===== config.mk =====
export PLATFORM = sky130hd
export DESIGN_NAME = trap_csr
export DESIGN_NICKNAME = d
export VERILOG_FILES = /design/src/rtl/trap_csr.sv
export SDC_FILE = /design/constraint.sdc
export NUM_CORES = 1
export LEC_CHECK = 0
export BUFFER_PORTS_ARGS = -buffer_cell sky130_fd_sc_hd__buf_2
export CAP_MARGIN = 30
export CORE_MARGIN = 1.5
export CORE_UTILIZATION = 50
export CTS_CLUSTER_SIZE = 14
export DETAILED_ROUTE_END_ITERATION = 10
export PLACE_DENSITY = 0.9
export SLEW_MARGIN = 20
export SYNTH_ARGS = -nofsm -noshare
export SYNTH_HDL_FRONTEND = slang
export SYNTH_SLANG_ARGS = --single-unit

===== constraint.sdc =====
create_clock -name CLK -period 5.6 [get_ports CLK]
set_clock_uncertainty 0.2 [all_clocks]
set_input_delay 0 -clock CLK [delete_from_list [all_inputs] [get_ports CLK]]
set_output_delay 0 -clock CLK [all_outputs]
set_load 0.05 [all_outputs]

===== src/rtl/trap_csr.sv =====
// Machine-mode trap CSR file (mstatus/mie/mip/mtvec/mscratch/mepc/mcause/mtval) and trap/MRET responder.
// Latency: trap/MRET accept edge -> one-cycle registered FLUSH with NEW_PC; IRQs reach mip after SYNC_STAGES flops.
module trap_csr #(
    parameter logic [31:0] MTVEC_RESET = 32'h0000_0000,
    parameter int          SYNC_STAGES = 2
) (
    input  logic        CLK,
    input  logic        RST,
    input  logic        MEM_WAIT,
    input  logic        IRQ_EXT,
    input  logic        IRQ_TIMER,
    input  logic        IRQ_SOFT,
    input  logic [11:0] CSR_RD_ADDR,
    output logic [31:0] CSR_RD_DATA,
    input  logic        CSR_WR_EN,
    input  logic [11:0] CSR_WR_ADDR,
    input  logic [31:0] CSR_WR_DATA,
    input  logic        TRAP_EN,
    input  logic [31:0] TRAP_PC,
    input  logic [31:0] TRAP_CODE,
    input  logic [31:0] TRAP_JMP_TO,
    input  logic        MRET_EN,
    output logic        INT_ALLOW,
    output logic        INT_EN,
    output logic [3:0]  INT_CODE,
    output logic [1:0]  TRAP_VEC_MODE,
    output logic [31:0] TRAP_VEC_BASE,
    output logic        FLUSH,
    output logic [31:0] NEW_PC
);

    localparam logic [11:0] A_MSTATUS  = 12'h300;
    localparam logic [11:0] A_MIE      = 12'h304;
    localparam logic [11:0] A_MTVEC    = 12'h305;
    localparam logic [11:0] A_MSCRATCH = 12'h340;
    localparam logic [11:0] A_MEPC     = 12'h341;
    localparam logic [11:0] A_MCAUSE   = 12'h342;
    localparam logic [11:0] A_MTVAL    = 12'h343;
    localparam logic [11:0] A_MIP      = 12'h344;
    localparam logic [31:0] IRQ_MASK   = 32'h0000_0888;

    typedef enum logic {IDLE, REDIR} state_t;

    state_t                 state_q, state_d;
    logic                   mie_bit_q, mie_bit_d;
    logic                   mpie_q, mpie_d;
    logic [31:0]            mie_q, mie_d;
    logic [31:0]            mtvec_q, mtvec_d;
    logic [31:0]            mscratch_q, mscratch_d;
    logic [31:0]            mepc_q, mepc_d;
    logic [31:0]            mcause_q, mcause_d;
    logic                   flush_q, flush_d;
    logic [31:0]            new_pc_q, new_pc_d;
    logic                   int_en_q, int_en_d;
    logic [3:0]             int_code_q, int_code_d;
    logic [SYNC_STAGES-1:0] ext_sync_q, ext_sync_d;
    logic [SYNC_STAGES-1:0] tmr_sync_q, tmr_sync_d;
    logic [SYNC_STAGES-1:0] sw_sync_q, sw_sync_d;

    logic [31:0] mip;
    logic [31:0] pend;
    logic        wr_ok;
    logic        take_trap;
    logic        take_mret;
    logic        unused_bits;

    assign mip = {20'b0, ext_sync_q[SYNC_STAGES-1], 3'b0, tmr_sync_q[SYNC_STAGES-1],
                  3'b0, sw_sync_q[SYNC_STAGES-1], 3'b0};
    assign pend        = mip & mie_q;
    assign wr_ok       = CSR_WR_EN && !MEM_WAIT;
    assign take_trap   = (state_q == IDLE) && !MEM_WAIT && TRAP_EN;
    assign take_mret   = (state_q == IDLE) && !MEM_WAIT && MRET_EN && !TRAP_EN;
    assign unused_bits = ^TRAP_PC[1:0];

    always_comb begin
        CSR_RD_DATA = 32'h0;
        case (CSR_RD_ADDR)
            A_MSTATUS:  CSR_RD_DATA = {19'b0, 2'b11, 3'b0, mpie_q, 3'b0, mie_bit_q, 3'b0};
            A_MIE:      CSR_RD_DATA = mie_q;
            A_MTVEC:    CSR_RD_DATA = mtvec_q;
            A_MSCRATCH: CSR_RD_DATA = mscratch_q;
            A_MEPC:     CSR_RD_DATA = mepc_q;
            A_MCAUSE:   CSR_RD_DATA = mcause_q;
            A_MTVAL:    CSR_RD_DATA = 32'h0;
            A_MIP:      CSR_RD_DATA = mip;
            default:    CSR_RD_DATA = 32'h0;
        endcase
    end

    always_comb begin
        state_d    = state_q;
        mie_bit_d  = mie_bit_q;
        mpie_d     = mpie_q;
        mie_d      = mie_q;
        mtvec_d    = mtvec_q;
        mscratch_d = mscratch_q;
        mepc_d     = mepc_q;
        mcause_d   = mcause_q;
        flush_d    = 1'b0;
        new_pc_d   = 32'h0;
        ext_sync_d = {ext_sync_q[SYNC_STAGES-2:0], IRQ_EXT};
        tmr_sync_d = {tmr_sync_q[SYNC_STAGES-2:0], IRQ_TIMER};
        sw_sync_d  = {sw_sync_q[SYNC_STAGES-2:0], IRQ_SOFT};
        int_en_d   = |pend;
        int_code_d = pend[11] ? 4'd11 : pend[3] ? 4'd3 : pend[7] ? 4'd7 : 4'd0;

        // Plain CSR writes first; a same-cycle trap/MRET below overrides mstatus/mepc/mcause.
        if (wr_ok) begin
            case (CSR_WR_ADDR)
                A_MSTATUS: begin
                    mie_bit_d = CSR_WR_DATA[3];
                    mpie_d    = CSR_WR_DATA[7];
                end
                A_MIE:      mie_d      = CSR_WR_DATA & IRQ_MASK;
                A_MTVEC:    mtvec_d    = {CSR_WR_DATA[31:2], 1'b0, (CSR_WR_DATA[1:0] == 2'b01)};
                A_MSCRATCH: mscratch_d = CSR_WR_DATA;
                A_MEPC:     mepc_d     = {CSR_WR_DATA[31:2], 2'b00};
                A_MCAUSE:   mcause_d   = CSR_WR_DATA;
                default: ;
            endcase
        end

        case (state_q)
            IDLE: begin
                if (take_trap) begin
                    mepc_d    = {TRAP_PC[31:2], 2'b00};
                    mcause_d  = TRAP_CODE;
                    mpie_d    = mie_bit_q;
                    mie_bit_d = 1'b0;
                    new_pc_d  = TRAP_JMP_TO;
                    flush_d   = 1'b1;
                    state_d   = REDIR;
                end else if (take_mret) begin
                    mepc_d    = mepc_q;
                    mcause_d  = mcause_q;
                    mie_bit_d = mpie_q;
                    mpie_d    = 1'b1;
                    new_pc_d  = mepc_q;
                    flush_d   = 1'b1;
                    state_d   = REDIR;
                end
            end
            REDIR: state_d = IDLE;
            default: state_d = IDLE;
        endcase
    end

    always_ff @(posedge CLK) begin
        if (RST) begin
            state_q    <= IDLE;
            mie_bit_q  <= 1'b0;
            mpie_q     <= 1'b0;
            mie_q      <= 32'h0;
            mtvec_q    <= MTVEC_RESET;
            mscratch_q <= 32'h0;
            mepc_q     <= 32'h0;
            mcause_q   <= 32'h0;
            flush_q    <= 1'b0;
            new_pc_q   <= 32'h0;
            int_en_q   <= 1'b0;
            int_code_q <= 4'd0;
            ext_sync_q <= '0;
            tmr_sync_q <= '0;
            sw_sync_q  <= '0;
        end else begin
            state_q    <= state_d;
            mie_bit_q  <= mie_bit_d;
            mpie_q     <= mpie_d;
            mie_q      <= mie_d;
            mtvec_q    <= mtvec_d;
            mscratch_q <= mscratch_d;
            mepc_q     <= mepc_d;
            mcause_q   <= mcause_d;
            flush_q    <= flush_d;
            new_pc_q   <= new_pc_d;
            int_en_q   <= int_en_d;
            int_code_q <= int_code_d;
            ext_sync_q <= ext_sync_d;
            tmr_sync_q <= tmr_sync_d;
            sw_sync_q  <= sw_sync_d;
        end
    end

    assign INT_ALLOW     = mie_bit_q;
    assign INT_EN        = int_en_q;
    assign INT_CODE      = int_code_q;
    assign TRAP_VEC_MODE = mtvec_q[1:0];
    assign TRAP_VEC_BASE = {mtvec_q[31:2], 2'b00};
    assign FLUSH         = flush_q;
    assign NEW_PC        = new_pc_q;

endmodule


==> reports/qor.txt <==
status - finished, violations left
failing checks - DRC
CP top delay family - buffers and inverters
area of the multi-input gates - 4260 µm²
worst vdd ir - 0.225 mV
vias in the first global route - 10100
Ports - 266
port bufs - 260
worst path bufs/invs - 4
met3 usage - 11.0%
setup_tns - 0 ns
H-tree levels - 4
routed wire length - 35400 µm
Avg WL per Cell - 22.4 µm
total power - 0.00294 W
Hold Crit Start - CSR_WR_ADDR[10]
Synth area leaders - dfxtp_1, o21ai_0, a21oi_1, mux2i_1, nand3_1
grt met2 use - 64.8%
CTS Root Cell - clkbuf_16
grt total ovfl - 0
commonest non-fill, non-tap cell in the layout - buf_2
CP Launch Type - primary input
Rel. slew slack - 29.4%
Setup crit end kind - register
first-pass GRT wire length - 53200 µm
area grow syn2layout - 43.9%
CP peak stage delay - 0.79 ns
Post-Synth XOR/XNOR Area - 0%
reg-to-reg endpoint - mcause_q[6]
most frequent cells in the layout - buf_2, dfxtp_1, dlygate4sd3_1
total of warnings raised by yosys - 0
DRT antenna net count - 0
Compound-Gate Fraction of Synth Area - 30.3%
Syn Inst Count - 991
die area - 17200 µm²
final worst-path cycle share - 63.0%
via count - 10400
final hold vios - 0
max cap viols - 0
Least-Margin Pin Slew - 1.06 ns
number of synthesized flops with an enable pin - 0
synthesized area - 8190 µm²
Synth Area in Simple Gates - 16.6%
FFs w/ async S/R, synth - 0%
Cell variety after synth - 54
min Tclk post-route - 3.53 ns
largest net degree at the start of global routing - 95
Avg Inst Size Synth - 8.26 µm²
cts bufs inserted - 17
CP Max Fanout - 19
First-pass DRT Iterations - 11
reg2reg path depth - 5
Die X - 131 µm
Req. time, crit path - 5.72 ns
clk_lat worst skew - 0.44 ns
Hold Slack - 0.0181 ns
dpl hpwl - 18900 µm
mux share of post-synthesis cell area - 4.55%
Longest Clk Path Bufs - 2
sink of the worst hold path - mie_q[11]
Pwr Density - 250 nW/µm²
Clk pin slew, worst setup/hold paths - 0.06 ns
unrepaired setup endpoints after global routing - no
Max Fclk - 284 MHz
Leak Pwr - 4.75 nW
RR Startpoint - state_q
Initial Util - 51.4%
met1 Resource Use GR - 47.5%
Critical Path Slowest Stage Cell - nand4_1
Yosys reg bits - 174
Synth Flop Type - dfxtp_1
Critical Path Stages - 8
Site Rows - 46
share of the synthesized area in the top cell type - 42.5%
post-synthesis sequential area ratio - 42.5%
hold crit path type - primary input to register
via-per-instance ratio - 6.57
Setup-failing EPs final - 0
worst path arrival time - 3.64 ns
largest family of logic cells by synthesized area - compound AO/OA/AOI/OAI gates
DR DRC count - 3
GR peak layer - met2
register area - 3480 µm²
DRT iter0 DRCs - 1811
CTS tree - yes
R2R Setup Slk - 2.55 ns
final instance area - 11800 µm²
initial antenna violation count - 4
GRT Util Overall - 40.7%
Worst path most repeated cell - dlygate4sd3_1
Routability Congestion - 0.933
share of post-route cells with drive strength above 1 - 25.2%
Synth Area in Adders - 0%
Cell Area, Placed - 9470 µm²
critical path class - primary input to register
Max Slew Vio Count - 0
core area - 15900 µm²
CP cell instances - dlygate4sd3_1 -> buf_2 -> nor4b_2 -> nand4_1 -> buf_4 -> o21ai_0 -> a311oi_1 -> dlygate4sd3_1
layout net count - 1512
clock sink count - 174
post-CTS sizing - 0
final design utilization - 73.9%
chip height - 131 µm
Filler cells - 1047
hold depth - 5
Synth area leader - dfxtp_1
## cell usage after synthesis (3+ instances only)
master,count
a211oi_1,30
a21oi_1,102
a22o_1,10
a22oi_1,42
a22oi_2,10
a311oi_1,32
and2_1,3
and3_1,3
and4_1,3
buf_1,6
buf_2,19
buf_4,6
clkbuf_1,76
dfxtp_1,174
inv_1,4
mux2i_1,35
nand2_1,81
nand2b_1,3
nand3_1,67
nand4_1,5
nor2_1,72
nor2b_1,10
nor3_1,3
nor4b_2,3
o21ai_0,107
o21ai_1,9
o21ai_2,10
o22ai_1,31
## registers in the layout, indices dropped and copies added, names as in the netlist
| name | cells |
|---|---|
| INT_ALLOW | 1 |
| INT_CODE | 3 |
| NEW_PC | 32 |
| ext_sync_q | 2 |
| mcause_q | 32 |
| mepc_q | 32 |
| mie_q | 3 |
| mpie_q | 1 |
| mscratch_q | 32 |
| mtvec_q | 31 |
| state_q | 1 |
| sw_sync_q | 2 |
| tmr_sync_q | 2 |
## layout make-up
cell class / instances / area share, %
antenna: 3 / 0.0637
timing repair buffer: 448 / 26.8
tap: 216 / 2.29
inverter: 4 / 0.127
clock inverter: 10 / 1.18
clock buffer: 22 / 3.85
multi-input combinational: 706 / 36.1
sequential: 174 / 29.6
## logic make-up (layout without fill, tap and decap cells)
family,count (synthesis),count (layout)
compound gates,392,392
mux,37,37
flops,174,174
buf+inv,113,484
other cells,1,6
simple gates,274,274
## layer usage
| layer | up-vias | share of wire (%) |
|---|---|---|
| li1 | 4388 | - |
| met1 | 4734 | 34 |
| met2 | 992 | 47 |
| met3 | 282 | 12 |
| met4 | 2 | 7.1 |
| met5 | - | 0.037 |
## report_power, final
part	switching, W	leakage, nW	internal, W
Clock	0.000506	0.288	0.000713
Combinational	0.000229	3.05	0.000183
Sequential	0.0000348	1.42	0.00128
## worst register-to-register path, cell delays in order (launching register included)
cell           delay, ns
dfxtp_1             0.38
or4b_2              1.02
buf_4               0.42
nand3_1             0.19
a311oi_1            0.10
dlygate4sd3_1       0.62
## worst max path at each step
stage	start	to	slack, ns
floorplan	mtvec_q[12]	CSR_RD_DATA[12]	3.33
global placement	CSR_WR_ADDR[3]	mepc_q[22]	2.79
detailed placement	CSR_WR_ADDR[3]	mepc_q[21]	2.62
CTS	CSR_WR_ADDR[4]	mie_q[7]	2.22
global route	CSR_WR_ADDR[4]	mcause_q[6]	1.95
finish	CSR_WR_ADDR[4]	mcause_q[6]	2.07
## stage by stage
step	instances	worst slack [ns]
after floorplan	993	3.33
after global placement	1379	2.79
after detailed placement	1379	2.62
after CTS	1579	2.22
after global routing	1583	1.95
final	1583	2.07
## what timing repair did
item / 4_1_cts / 5_1_grt
setup buffers: 0 / 0
hold buffers: 168 / 0
setup endpoints to repair: 0 / 0
endpoints found under the hold margin: 172 / 0
(Power assumes the default switching activity.)
